===== config.mk =====
export PLATFORM = sky130hd
export DESIGN_NAME = norm2_sequencer
export DESIGN_NICKNAME = d
export VERILOG_FILES = /design/src/rtl/norm2_ctrl_pkg.sv /design/src/rtl/norm2_sequencer.sv
export SDC_FILE = /design/constraint.sdc
export NUM_CORES = 1
export LEC_CHECK = 0
export ABC_CLOCK_PERIOD_IN_PS = 6200
export BUFFER_PORTS_ARGS = -buffer_cell sky130_fd_sc_hd__buf_4
export CAP_MARGIN = 40
export CORE_AREA = 3 3 171 173
export CTS_CLUSTER_DIAMETER = 60
export DETAILED_ROUTE_END_ITERATION = 10
export DIE_AREA = 0 0 174 176
export GPL_TIMING_DRIVEN = 0
export PLACE_DENSITY = 0.68
export SETUP_SLACK_MARGIN = 0.05
export SLEW_MARGIN = 40
export SYNTH_ARGS = -nofsm -noshare
export SYNTH_HDL_FRONTEND = slang
export SYNTH_SLANG_ARGS = --single-unit

===== constraint.sdc =====
create_clock -name clk -period 6.2 [get_ports clk]
set_input_delay 0.62 -clock clk [delete_from_list [all_inputs] [get_ports clk]]
set_output_delay 0.62 -clock clk [all_outputs]
set_load 0.02 [all_outputs]

===== src/rtl/norm2_ctrl_pkg.sv =====
// Shared types and default sizes for the norm2 kernel sequencer.
package norm2_ctrl_pkg;
  localparam int DEF_DEPTH   = 1000;
  localparam int DEF_AW      = 10;
  localparam int DEF_DW      = 27;
  localparam int DEF_RW      = 64;
  localparam int DEF_CW      = 16;
  localparam int DEF_TIMEOUT = 20000;

  typedef enum logic [2:0] {IDLE, LOAD, ARMED, KICK, RUN, DONE} state_t;

  typedef struct packed {
    logic signed [DEF_RW-1:0] value;
    logic [DEF_CW-1:0]        cycles;
    logic                     err;
  } norm2_res_t;
endpackage


===== src/rtl/norm2_sequencer.sv =====
// Sequencer for the norm2 kernel: loads arr_a, kicks `main`, collects the
// result and time-shares the single array port with host readback.
module norm2_sequencer
  import norm2_ctrl_pkg::*;
#(
  parameter int DEPTH   = DEF_DEPTH,
  parameter int AW      = DEF_AW,
  parameter int DW      = DEF_DW,
  parameter int TIMEOUT = DEF_TIMEOUT
) (
  input  logic                 clk,
  input  logic                 rst_n,
  input  logic                 ld_valid,
  output logic                 ld_ready,
  input  logic signed [DW-1:0] ld_data,
  input  logic                 ld_last,
  input  logic                 st_valid,
  output logic                 st_ready,
  input  logic [AW-1:0]        st_i,
  input  logic signed [DEF_RW-1:0] st_acc,
  input  logic                 rd_valid,
  output logic                 rd_ready,
  input  logic [AW-1:0]        rd_addr,
  output logic                 rd_dvalid,
  output logic signed [DW-1:0] rd_data,
  output logic                 res_valid,
  input  logic                 res_ready,
  output logic signed [DEF_RW-1:0] res_value,
  output logic [DEF_CW-1:0]    res_cycles,
  output logic                 res_err,
  output logic                 k_r_enable,
  output logic [AW-1:0]        k_init_i,
  output logic signed [DEF_RW-1:0] k_init_acc,
  output logic                 k_ctrl,
  output logic                 k_we,
  output logic [AW-1:0]        k_addr,
  output logic signed [DW-1:0] k_wdata,
  input  logic signed [DW-1:0] k_rdata,
  input  logic                 k_w_enable,
  input  logic signed [DEF_RW-1:0] k_result
);
  localparam int CW = DEF_CW;
  localparam logic [AW-1:0] LAST_A  = AW'(DEPTH - 1);
  localparam logic [AW:0]   DEPTH_A = (AW+1)'(DEPTH);
  localparam logic [CW-1:0] TMO     = CW'(TIMEOUT);

  state_t        state, state_nx;
  logic          live;      // low in reset so every ready is masked
  logic [AW-1:0] ptr, wr_addr;
  logic [CW-1:0] cnt;
  logic          vld_q;
  logic [1:0]    vld_pipe;  // readback: [0] accept, [1] data cycle
  logic          idle_armed, st_hs, ld_hs, rd_hs, ld_end, st_bad;
  norm2_res_t    res;

  assign vld_pipe   = {vld_q, rd_hs};
  assign rd_dvalid  = vld_pipe[1];
  assign rd_data    = vld_pipe[1] ? k_rdata : '0;
  assign res_value  = res.value;
  assign res_cycles = res.cycles;
  assign res_err    = res.err;

  // Handshake decode; start beats load, load beats readback.
  always_comb begin
    idle_armed = (state == IDLE) || (state == ARMED);
    st_ready   = live && idle_armed && !vld_pipe[1];
    st_hs      = st_valid && st_ready;
    ld_ready   = live && (idle_armed || state == LOAD) && !st_hs;
    ld_hs      = ld_valid && ld_ready;
    rd_ready   = live && (idle_armed || state == DONE) && !st_hs && !ld_hs;
    rd_hs      = rd_valid && rd_ready;
    wr_addr    = (state == LOAD) ? ptr : '0;
    ld_end     = ld_last || (wr_addr == LAST_A);
    st_bad     = {1'b0, st_i} > DEPTH_A;
  end

  // Next state plus kernel/array port drive.
  always_comb begin
    state_nx   = state;
    k_ctrl     = 1'b1;
    k_r_enable = 1'b0;
    k_we       = ld_hs;
    k_addr     = ld_hs ? wr_addr : (rd_hs ? rd_addr : '0);
    k_wdata    = ld_hs ? ld_data : '0;
    res_valid  = 1'b0;
    unique case (state)
      IDLE, ARMED: begin
        if (st_hs)      state_nx = st_bad ? DONE : KICK;
        else if (ld_hs) state_nx = ld_end ? ARMED : LOAD;
      end
      LOAD: if (ld_hs && ld_end) state_nx = ARMED;
      KICK: begin
        k_ctrl     = 1'b0;
        k_r_enable = 1'b1;
        state_nx   = RUN;
      end
      RUN: begin
        k_ctrl = 1'b0;
        if (k_w_enable || cnt == TMO) state_nx = DONE;
      end
      DONE: begin
        res_valid = 1'b1;
        if (res_ready) state_nx = IDLE;
      end
      default: state_nx = IDLE;
    endcase
  end

  // State register.
  always_ff @(posedge clk or negedge rst_n)
    if (!rst_n) state <= IDLE;
    else        state <= state_nx;

  // Datapath: load pointer, run counter, latched start args and result.
  always_ff @(posedge clk or negedge rst_n) begin
    if (!rst_n) begin
      live       <= 1'b0;
      ptr        <= '0;
      cnt        <= '0;
      vld_q      <= 1'b0;
      k_init_i   <= '0;
      k_init_acc <= '0;
      res        <= '0;
    end else begin
      live  <= 1'b1;
      vld_q <= vld_pipe[0];
      if (ld_hs) ptr <= ld_end ? '0 : wr_addr + AW'(1);
      if (state == KICK) cnt <= CW'(1);
      else if (state == RUN && cnt != '1) cnt <= cnt + CW'(1);
      if (st_hs) begin
        k_init_i   <= st_i;
        k_init_acc <= st_acc;
        // An out-of-range index never reaches the kernel; echo the acc.
        if (st_bad) res <= '{value: st_acc, cycles: '0, err: 1'b1};
        else        res <= '0;
      end
      if (state == RUN) begin
        if (k_w_enable)      res <= '{value: k_result, cycles: cnt, err: 1'b0};
        else if (cnt == TMO) res <= '{value: '0, cycles: cnt, err: 1'b1};
      end
    end
  end
endmodule


After elaboration in Yosys (flattened, before gate mapping):

Index checks and enable logic that the tools add are counted.
Widths: inputs -> output; s select.

* add/subtract/negate cells: 2
* order comparisons: 1
* equality and inequality tests: 12
* mux-type cells: 24
* reductions and logical operators: 25

Operators with widths (number)
* $mux 81: 5
* $mux 27: 2
* $mux 10: 4
* $mux 16: 2
* $mux 3: 6
* $add 16x1->16 const B: 1
* $eq 16x15->1 const B: 1
* $ne 16x16->1 const B: 1
* $pmux 3 s5: 1
* $logic_and 1x1->1: 12
* $add 10x1->10 const B: 1
* $eq 10x10->1 const B: 1
* $gt 10x10->1 const B: 1
* $eq 3x2->1 const B: 2
* $eq 3x3->1 const B: 2
* $logic_or 1x1->1: 5
* $ne 2x2->1 const B: 2
* $reduce_and 4->1: 1
* $reduce_or 2->1: 2
* $eq 3x1->1 const B: 1
* $logic_not 1->1: 3
* $logic_not 3->1: 1
* $mux 1: 3
* $ne 3x3->1 const B: 1
* other kinds (3): 3

* register bits: 186
* input port bits: 210

Depth between registers and ports, before layout:

Gate-level depths: netlist of the first run.

* depth in word-level cells: 13
* gate-level depth with buffers: 11
* depth with buffers taken out: 8

Worst setup path before layout of the first run:

OpenSTA, ideal clock, no wires.

* kind: register to register
* start point: register state[1]
* end point: register state[0]
* data arrival time: 2678 ps
* required time: 6072 ps
* slack: 3395 ps
* cell stages (with the launch flop): 11
* cells stage by stage: dfrtp_1 or3b_1 buf_4 clkbuf_1 nor2_1 ha_1 nand4_1 o41ai_4 a31oi_1 a2111oi_4 mux2_1

* word-level cells in the longest chain between the ends: 11
* elaborated cells between the ends (all ways): 29
* those cells by class: eq/ne: 10; mux: 5; reduce/logical: 14

RTL lines
* start: declaration: RTL line norm2_sequencer.sv:47 `state_t state, state_nx;`
* start signal: assignment: RTL line norm2_sequencer.sv:112 `else state <= state_nx;`
* branches (longest 11 deep; another with $mux 10)

Parallel ways; which one is timed is not known. The select of a mux whose other input is x is not followed.
A chain may end at the register's enable or synchronous reset.

Worst setup path after layout of the first run:

* start point: register vld_q (netlist: rd_dvalid)
* end point: output rd_ready

* word-level cells in the longest chain between the ends: 8
* elaborated cells between the ends (all ways): 9
* those cells by class: reduce/logical: 9

RTL lines
* start: declaration: RTL line norm2_sequencer.sv:51 `logic vld_q;`
* start signal: assignment: RTL line norm2_sequencer.sv:126 `vld_q <= vld_pipe[0];`
* $logic_not 1->1 *: RTL line norm2_sequencer.sv:66 `st_ready = live && idle_armed && !vld_pipe[1];`
* $logic_and 1x1->1 *: RTL line norm2_sequencer.sv:66
* $logic_and 1x1->1 *: RTL line norm2_sequencer.sv:67 `st_hs = st_valid && st_ready;`
* $logic_not 1->1 *: RTL line norm2_sequencer.sv:68, norm2_sequencer.sv:70
* $logic_and 1x1->1: RTL line norm2_sequencer.sv:68 `ld_ready = live && (idle_armed || state == LOAD) && !st_hs;`
* $logic_and 1x1->1: RTL line norm2_sequencer.sv:69 `ld_hs = ld_valid && ld_ready;`
* $logic_not 1->1: RTL line norm2_sequencer.sv:70 `rd_ready = live && (idle_armed || state == DONE) && !st_hs && !ld_hs;`
* $logic_and 1x1->1 *: RTL line norm2_sequencer.sv:70
* end: declaration: RTL line norm2_sequencer.sv:22 `output logic rd_ready,`

Mark *: on every way between the ends. The rest lies on a longest branch, timed or not.

==> run summary, run 1 <==
status: finished, final reports clean
Clock Skews: 0.01505 ns
asr flop ratio synth: 100.0%
layout cell share with drive strength beyond 1: 33.75%
post-synth top area share: 53.98%
Comb power frac: 43.5%
top cells by area, synth: dfrtp_1 54%, nand2_1 14%, o21ai_0 4.9%
Max Slew Vio Count: 0
Synth Net Count: 1,177
Reg clk slew, reported paths: 0.08 ns
Fillers: 2,738
CTS Buf Count: 17
Setup crit start kind: flop
Met1 Wirelength: 15,010 um
clock tree buffer depth: 2
top-count cell post-synth: nand2_1
Sw Share: 41.04%
Worst-Margin Slew: 0.8197 ns
worst setup path start: rd_dvalid
top routing layer used: met5
met2 wire length: 17,350 um
number of synthesized register bits: 186
Die Y: 176 um
pwr dens: 396.7 nW/um^2
DRT Wirelength: 35,340 um
CP most frequent cell: clkbuf_1
P_sw: 2.119 mW
# port buffers: 436
max cap viols: 0
Post-synth EDFFs: 0
crit path kind: flop to output port
Slew HR: 45.35%
class of the worst hold path: input pin to async pin
setup ws final: 2.627 ns
largest area contributor in the netlist: dfrtp_1
vias in the first global route: 8,799
number of inserted diodes: 0
cell area after synthesis: 8622 um^2
Top FF cell, synth: dfrtp_1
reg2reg end: state[0]
Sequential Area: 4654 um^2
num rows: 61
detail-routed via count per cell: 4.913
sequential share of power: 35.6%
core area: 27,780 um^2
Placement Setup Slack: 2.739 ns
DRC: 0
achievable frequency: 279.9 MHz
Die Width: 174 um
Fin Setup TNS: 0 ns
largest net degree at the start of global routing: 75
max incr delay on CP: 0.51 ns
r2r worst-path depth: 10
Syn-to-layout area delta: 50.96%
nets@finish: 1,634
Synth cell types: 50
initial antenna violation count: 1
post-route ant nets: 0
drt wl/cell: 19.50 um
top post-synthesis cells by count: 333 x nand2_1, 186 x dfrtp_1, 85 x o21ai_0, 57 x clkbuf_1, 39 x a22o_1
CTS Root Cell: clkbuf_16
clock share of power: 20.9%
CP max-delay cell: or3b_2
synthesized instance count: 964
die area: 30,620 um^2
GRT overflow: 0
CTS tree: yes
Tmin final: 3.573 ns
routability cong.: 0.8628
RR Startpoint: state[1]
drt first-iter violations: 586
total power: 5.164 mW
first-pass GRT wire length: 52,830 um
final setup violation count: 0
number of H-tree levels: 4
internal power: 3.045 mW
WP data required: 5.58 ns
DP HPWL: 27,630 um
# IOs: 437
Critical Path AT: 2.95 ns
drt pass-1 iters: 5
CP Capture Type: output port
Yosys Warn Count: 0
cells along the critical path: or3b_2, or2_2, clkbuf_1, clkbuf_1, clkbuf_1, and3_1, buf_4
worst reg2reg setup slack: 3.02 ns
Pleak: 6.773 nW
Critical Path Fanout Max: 10
Resized cells post-CTS: 0
Starting Density: 31.03%
RSZ-0062 raised after global routing: false
Avg Cell Area, Syn: 8.944 um^2
postcts setup bufs: 0
final hold violations: 0
via count: 8,902
wire length on met3: 2421 um
clk sink count: 186
sequential share of the synthesized area: 53.98%
period utilization: 57.63%
IR drop worst, VDD: 0.1868 mV
CTS Hold Bufs: 0
Global Route Usage Sum: 22.11%
multi-input combinational cell area: 3669 um^2
clock latency at the later pin of the worst-skew pair: 0.43 ns
CP endpoint: rd_ready
power groups by stage:
stage,Clock [mW],Sequential [mW],Combinational [mW]
finish,1.08,1.84,2.25
global placement,0,1.84,2.23
CTS,1.11,1.83,2.27
detailed placement,0,1.86,2.26
global route,1.16,1.88,2.42
floorplan,0,2.26,0.735
metrics by stage:
stage | area [um^2] | hold slack, ns | instances | util (%)
2_1_floorplan | 8622 | 0.3244 | 964 | -
3_3_place_gp | 12370 | 0.4599 | 1778 | 44.52
3_5_place_dp | 12440 | 0.4644 | 1780 | 44.77
4_1_cts | 13020 | 0.1117 | 1812 | 46.85
5_1_grt | 13020 | 0.1241 | 1812 | 46.85
6_report | 13020 | 0.1099 | 1812 | 46.85
cell type report:
class,instances,share of cell area [%]
Tap cell,378,3.634
Inverter,12,0.3461
Timing Repair Buffer,438,25.63
Buffer,67,1.999
Sequential cell,186,35.76
Clock buffer,17,3.268
Multi-Input combinational cell,699,28.18
Clock inverter,15,1.182
kinds of logic after synthesis:
family / after synthesis / share of synthesized area [%]
xor+xnor: 7 / 0.7111
simple gates: 499 / 25.92
buf+inv: 79 / 3.541
flops: 186 / 53.98
mux: 4 / 0.4789
other cells: 1 / 0.04349
fa+ha+maj: 3 / 0.4354
compound gates: 185 / 14.89
registers in the layout, summed over array words and instances (netlist names):
signal,cells
res_cycles,16
res_value,64
cnt,16
live,1
k_init_acc,64
state,3
rd_dvalid,1
res_err,1
ptr,10
k_init_i,10
how the worst min path moves through the flow:
stage                                end  cells after the start  slack (ns)
after floorplan                   cnt[0]                      0        0.32
after global placement    k_init_acc[26]                      2        0.46
after detailed placement  k_init_acc[63]                      2        0.46
after CTS                 k_init_acc[24]                      1        0.11
after global routing      k_init_acc[24]                      1        0.12
final                     k_init_acc[24]                      1        0.11
layout by cell type, fill, tap and decap left out, drive strengths merged, types with 3 or more instances in the layout:
| master | instances |
|---|---|
| mux2i | 3 |
| nor4 | 8 |
| nor3b | 4 |
| nor2 | 19 |
| nand3 | 26 |
| o21ai | 86 |
| nor2b | 4 |
| nand2 | 333 |
| ha | 3 |
| and2 | 30 |
| buf | 448 |
| a2bb2oi | 35 |
| o31ai | 4 |
| clkinv | 9 |
| a21oi | 7 |
| a22o | 39 |
| a31oi | 3 |
| dfrtp | 186 |
| inv | 18 |
| and3 | 35 |
| xnor2 | 6 |
| or3b | 3 |
| or3 | 4 |
| o21a | 3 |
| nor3 | 12 |
| nand4 | 9 |
| clkbuf | 74 |
routing by layer:
metal / vias to the layer above / GRT usage (%)
met1: 4341 / 29.13
li1: 4205 / -
met5: - / 0
met2: 321 / 36.69
met4: 2 / 4.826
met3: 33 / 5.957
worst max-delay path, delay by kind of cell (launching register included):
kind	cells	cell delay (ns)
flops	1	0.42
simple gates	3	1.06
buf+inv	4	1.06
No activity file was read; power rests on OpenSTA's default activity.
==> inputs of run 2 (changes only) <==
--- a/config.mk
+++ b/config.mk
@@ -5,15 +5,15 @@
 export SDC_FILE = /design/constraint.sdc
 export NUM_CORES = 1
 export LEC_CHECK = 0
-export ABC_CLOCK_PERIOD_IN_PS = 6200
+export ABC_CLOCK_PERIOD_IN_PS = 3600
 export BUFFER_PORTS_ARGS = -buffer_cell sky130_fd_sc_hd__buf_4
 export CAP_MARGIN = 40
-export CORE_AREA = 3 3 171 173
+export CORE_AREA = 3 3 168 170
 export CTS_CLUSTER_DIAMETER = 60
 export DETAILED_ROUTE_END_ITERATION = 10
-export DIE_AREA = 0 0 174 176
+export DIE_AREA = 0 0 171 173
 export GPL_TIMING_DRIVEN = 0
-export PLACE_DENSITY = 0.68
+export PLACE_DENSITY = 0.69
 export SETUP_SLACK_MARGIN = 0.05
 export SLEW_MARGIN = 40
 export SYNTH_ARGS = -nofsm -noshare
==> constraint.sdc (replaced) <==
create_clock -name clk -period 3.6 [get_ports clk]
set_input_delay 0.36 -clock clk [delete_from_list [all_inputs] [get_ports clk]]
set_output_delay 0.36 -clock clk [all_outputs]
set_load 0.02 [all_outputs]
==> run 2 against run 1 <==
  * Largest power group unchanged
  * Critical path depth did not move
  * Combinational power rose by 72%
  * Clock skew grew 0.0033 ns
  * Via count shrank 0.45%
  * Critical endpoint unchanged
  * Global-route usage grew 0.70 points
  * Critical path type unchanged
  * Die area fell by 3.4%
  * Cell area shrank 0.16%
  * Setup slack worse by 2.4 ns
  * Register-to-register slack got worse by 2.6 ns
  * Sequential share of layout area rose by 0.058 points
  * Highest routed layer unchanged
  * Non-clock buffer count up 1
  * Sequential cell count did not move
==> run summary, run 2 (same netlist as run 1, synthesis figures left out) <==
status: finished, final reports clean
IR drop worst, VDD: 0.2738 mV
Reg clk slew, reported paths: 0.08 ns
Placement Setup Slack: 0.4629 ns
DRT Wirelength: 34,770 um
CP max-delay cell: or3b_2
post-route cell area: 13,000 um^2
class of the worst hold path: input pin to flop
Setup crit start kind: flop
# IOs: 437
via count: 8,862
die area: 29,580 um^2
period utilization: 93.41%
CTS Root Cell: clkbuf_16
RSZ-0062 raised after global routing: false
Slew HR: 50.28%
Global Route Usage Sum: 22.81%
GRT overflow: 0
CP Capture Type: output port
clk sink count: 186
cells along the critical path: or3b_2, or2_2, clkbuf_1, clkbuf_1, clkbuf_1, and3_1, buf_4
Worst-Margin Slew: 0.7458 ns
Critical Path AT: 3.00 ns
setup ws final: 0.2374 ns
Clock Skews: 0.01836 ns
crit path kind: flop to output port
Pleak: 6.780 nW
Tmin final: 3.363 ns
commonest non-fill, non-tap cells in the layout: 436 x buf_4, 333 x nand2_1, 186 x dfrtp_1
first-pass GRT wire length: 52,450 um
clock tree buffer depth: 2
post-route ant nets: 0
drt first-iter violations: 569
Max Slew Vio Count: 0
achievable frequency: 297.4 MHz
routability cong.: 0.8513
RR Startpoint: state[1]
CTS tree: yes
Critical Path Fanout Max: 10
layout cell share with drive strength beyond 1: 33.66%
pwr dens: 686.8 nW/um^2
detail-routed via count per cell: 4.984
Resized cells post-CTS: 0
hold path start: k_result[37]
DP HPWL: 27,240 um
core area: 26,880 um^2
WP data required: 3.24 ns
number of H-tree levels: 4
vias in the first global route: 8,970
drt pass-1 iters: 5
largest net degree at the start of global routing: 75
drt wl/cell: 19.56 um
num rows: 60
postcts setup bufs: 0
final hold violations: 0
most common cell after layout, fill and taps aside: buf_4
CP top delay family: buffers and inverters
Fillers: 2,599
Worst Path Buf+Inv: 4
nets@finish: 1,635
initial antenna violation count: 3
Die Y: 173 um
Syn-to-layout area delta: 50.72%
final setup violation count: 0
max cap viols: 0
worst setup path start: rd_dvalid
DRC: 0
# port buffers: 436
max incr delay on CP: 0.50 ns
clock latency at the later pin of the worst-skew pair: 0.44 ns
placed cell areas: 12,390 um^2
Die Width: 171 um
CTS Buf Count: 17
Fin Setup TNS: 0 ns
CP most frequent cell: clkbuf_1
Starting Density: 32.08%
==> run 2: stage by stage <==
step           total power, mW  hold WS (ns)  utilization, %  instances
6_report                 8.924        0.1269           48.35       1778
5_1_grt                  9.436        0.1211           48.34       1777
4_1_cts                  8.992        0.1018           48.33       1776
3_5_place_dp             7.089        0.2989           46.10       1743
3_3_place_gp             7.000        0.4598           45.85       1741
2_1_floorplan            5.163       0.06441               -        964
==> run 2: worst min-delay path: stages <==
cell and delay (ns):
buf_4 0.08, nand2_1 0.04, o21ai_0 0.06
==> run 2: final timing paths <==
kind                                       to  slack, ns  depth (start not counted)
worst min register to register  k_init_acc[2]       0.48                          2
worst max register to register       state[0]       0.41                         10
worst max-delay path                 rd_ready       0.24                          7
max in group asynchronous        res_value[0]       2.43                          3
min in group asynchronous       res_value[41]       0.43                          2
worst min-delay path            res_value[37]       0.13                          3
==> run 2: metal layers <==
layer | share of wire [%] | track usage [%] | vias up
met5 | 0.078 | 0 | -
met4 | 2.0 | 5.734 | 4
met3 | 7.2 | 5.944 | 46
met2 | 49 | 37.83 | 299
met1 | 42 | 29.73 | 4297
li1 | - | - | 4216
==> run 2: repair_timing <==
action / CTS / global route
setup endpoints to repair: 0 / 0
hold endpoints to repair: 46 / 0
hold buffers: 1 / 0
==> run 2: final cells by class <==
class / count / area, um^2 / share of cell area, %
flip-flops and latches: 186 / 4654 / 35.82
repair buffers: 439 / 3346 / 25.75
inverters: 12 / 45.04 / 0.3466
clock inverters: 13 / 146.4 / 1.127
diodes: 2 / 5.005 / 0.03851
multi-input cells: 699 / 3669 / 28.23
plain buffers: 67 / 260.3 / 2.003
well taps: 341 / 426.7 / 3.283
clock buffers: 19 / 442.9 / 3.408
==> run 2: report_power, final <==
| group | leakage (nW) | switching, mW | internal (mW) |
|---|---|---|---|
| clock network | 0.289 | 0.937 | 0.953 |
| logic | 4.06 | 2.30 | 1.57 |
| registers | 2.44 | 0.417 | 2.75 |
| total | 6.78 | 3.65 | 5.27 |
==> inputs of run 3 (changes only) <==
--- a/config.mk
+++ b/config.mk
@@ -5,7 +5,7 @@
 export SDC_FILE = /design/constraint.sdc
 export NUM_CORES = 1
 export LEC_CHECK = 0
-export ABC_CLOCK_PERIOD_IN_PS = 3600
+export ABC_CLOCK_PERIOD_IN_PS = 3300
 export BUFFER_PORTS_ARGS = -buffer_cell sky130_fd_sc_hd__buf_4
 export CAP_MARGIN = 40
 export CORE_AREA = 3 3 168 170
==> constraint.sdc (replaced) <==
create_clock -name clk -period 3.3 [get_ports clk]
set_input_delay 0.33 -clock clk [delete_from_list [all_inputs] [get_ports clk]]
set_output_delay 0.33 -clock clk [all_outputs]
set_load 0.02 [all_outputs]
==> run 3 against run 2 <==
  * Routed wire length up 0.22%
  * Clock power rose by 9%
  * Cell count unchanged
  * Critical path depth increased by 3
  * Sequential cell count unchanged
  * Utilization up 0.12 points
  * Cell area up 0.25%
  * Register-to-register slack got worse by 0.22 ns
  * Non-clock buffer count unchanged
  * Largest cell class unchanged
==> run summary, run 3 (same netlist as run 1, synthesis figures left out) <==
routability cong.: 0.8513
final hold violations: 0
Syn-to-layout area delta: 51.10%
CTS Root Cell: clkbuf_16
max incr delay on CP: 0.48 ns
Critical Path AT: 3.43 ns
Placement Setup Slack: 0.1629 ns
Starting Density: 32.08%
layout cell share with drive strength beyond 1: 34.29%
r2r worst-path depth: 10
clk sink count: 186
core area: 26,880 um^2
post-route ant nets: 0
worst reg2reg setup slack: 0.19 ns
total power: 9.753 mW
period utilization: 94.36%
GRT overflow: 0
reg2reg end: state[0]
largest net degree at the start of global routing: 75
Reg clk slew, reported paths: 0.08 ns
Pleak: 6.792 nW
clock tree buffer depth: 2
CP endpoint: state[0]
Max Slew Vio Count: 0
# port buffers: 436
RSZ-0062 raised after global routing: false
GR peak layer: met2
drt pass-1 iters: 5
Worst Path Buf+Inv: 2
DP HPWL: 27,240 um
clock latency at the later pin of the worst-skew pair: 0.43 ns
cells along the critical path: or3b_1, buf_4, clkbuf_4, nor2_2, ha_2, nand4_1, o41ai_4, a31oi_4, a2111oi_4, mux2_1
CP Capture Type: flop
Fillers: 2,598
Slew HR: 50.62%
RR Startpoint: state[1]
placed cells: 1,743
Global Route Usage Sum: 22.80%
setup ws final: 0.1861 ns
GR Layer Usage met3: 5.944%
vias in the first global route: 8,969
max cap viols: 0
CP top delay family: compound AO/OA/AOI/OAI gates
Setup crit start kind: flop
worst hold margin: 0.09950 ns
met2 global-route usage: 37.88%
detail-routed via count per cell: 5.004
Critical Path Fanout Max: 10
first-pass GRT wire length: 52,430 um
most common cell after layout, fill and taps aside: buf_4
WP data required: 3.61 ns
final setup violation count: 0
IR drop worst, VDD: 0.2980 mV
crit path kind: flop to flop
CTS tree: yes
nets@finish: 1,635
die area: 29,580 um^2
number of H-tree levels: 4
Stages on worst setup path: 10
final cell count without fillers: 1,778
Fin Setup TNS: 0 ns
drt first-iter violations: 600
commonest non-fill, non-tap cells in the layout: 437 x buf_4, 333 x nand2_1, 185 x dfrtp_1
class of the worst hold path: input pin to flop
CP max-delay cell: o41ai_4
achievable frequency: 321.1 MHz
Clock Skews: 0.01359 ns
initial antenna violation count: 3
CTS Buf Count: 17
pwr dens: 748.6 nW/um^2
status: finished, final reports clean
num rows: 60
DRC: 0
Worst-Margin Slew: 0.7407 ns
Tmin final: 3.114 ns
Die Y: 173 um
worst setup path start: state[1]
DRT Wirelength: 34,850 um
# IOs: 437
via count: 8,898
met1 usage in global routing: 29.64%
Die Width: 171 um
drt wl/cell: 19.60 um
hold path start: k_result[19]
-- run 3: what timing repair did --
action	CTS	global route
resized for setup	1	13
buffers inserted	0	1
hold buffers	1	0
setup endpoints to repair	1	14
pin swaps	0	1
hold endpoints to repair	46	0
-- run 3: layout make-up --
type,instances,area [um^2],share of cell area [%]
antenna,2,5.005,0.03842
multi-input combinational,699,3689,28.31
buffer,66,264.0,2.027
sequential,186,4656,35.74
inverter,12,45.04,0.3458
clock inverter,13,146.4,1.124
clock buffer,19,442.9,3.400
tap,341,426.7,3.275
timing repair buffer,440,3353,25.74
-- run 3: routing by layer --
metal / part of all wire (%) / wire length (um) / up-vias
met3: 7.5 / 2601 / 48
met1: 42 / 14530 / 4310
met4: 2.0 / 686 / 4
li1: - / - / 4213
met2: 49 / 17000 / 323
met5: 0.077 / 27 / -
-- run 3: how the worst min path moves through the flow --
stage	endpoint	depth (start not counted)
6_report	res_value[19]	3
5_1_grt	res_value[21]	2
4_1_cts	res_value[41]	3
2_1_floorplan	cnt[0]	0
3_3_place_gp	k_init_acc[45]	2
3_5_place_dp	res_value[41]	1
-- run 3: per-stage QoR --
stage | cell area (um^2) | util, %
2_1_floorplan | 8622 | -
3_3_place_gp | 12320 | 45.85
6_report | 13030 | 48.47
3_5_place_dp | 12390 | 46.10
5_1_grt | 13030 | 48.46
4_1_cts | 12990 | 48.32
-- run 3: worst register-to-register path: stages (launching register included) --
cell,delay [ns]
dfrtp_2,0.45
or3b_1,0.38
buf_4,0.19
clkbuf_4,0.20
nor2_2,0.11
ha_2,0.23
nand4_1,0.16
o41ai_4,0.48
a31oi_4,0.16
a2111oi_4,0.30
mux2_1,0.35
-- run 3: power by group --
group,leakage [nW],switching (mW),internal [mW]
Clock,0.289,1.02,1.04
Combinational,4.07,2.51,1.72
Sequential,2.43,0.454,3.00
Total,6.79,3.99,5.76
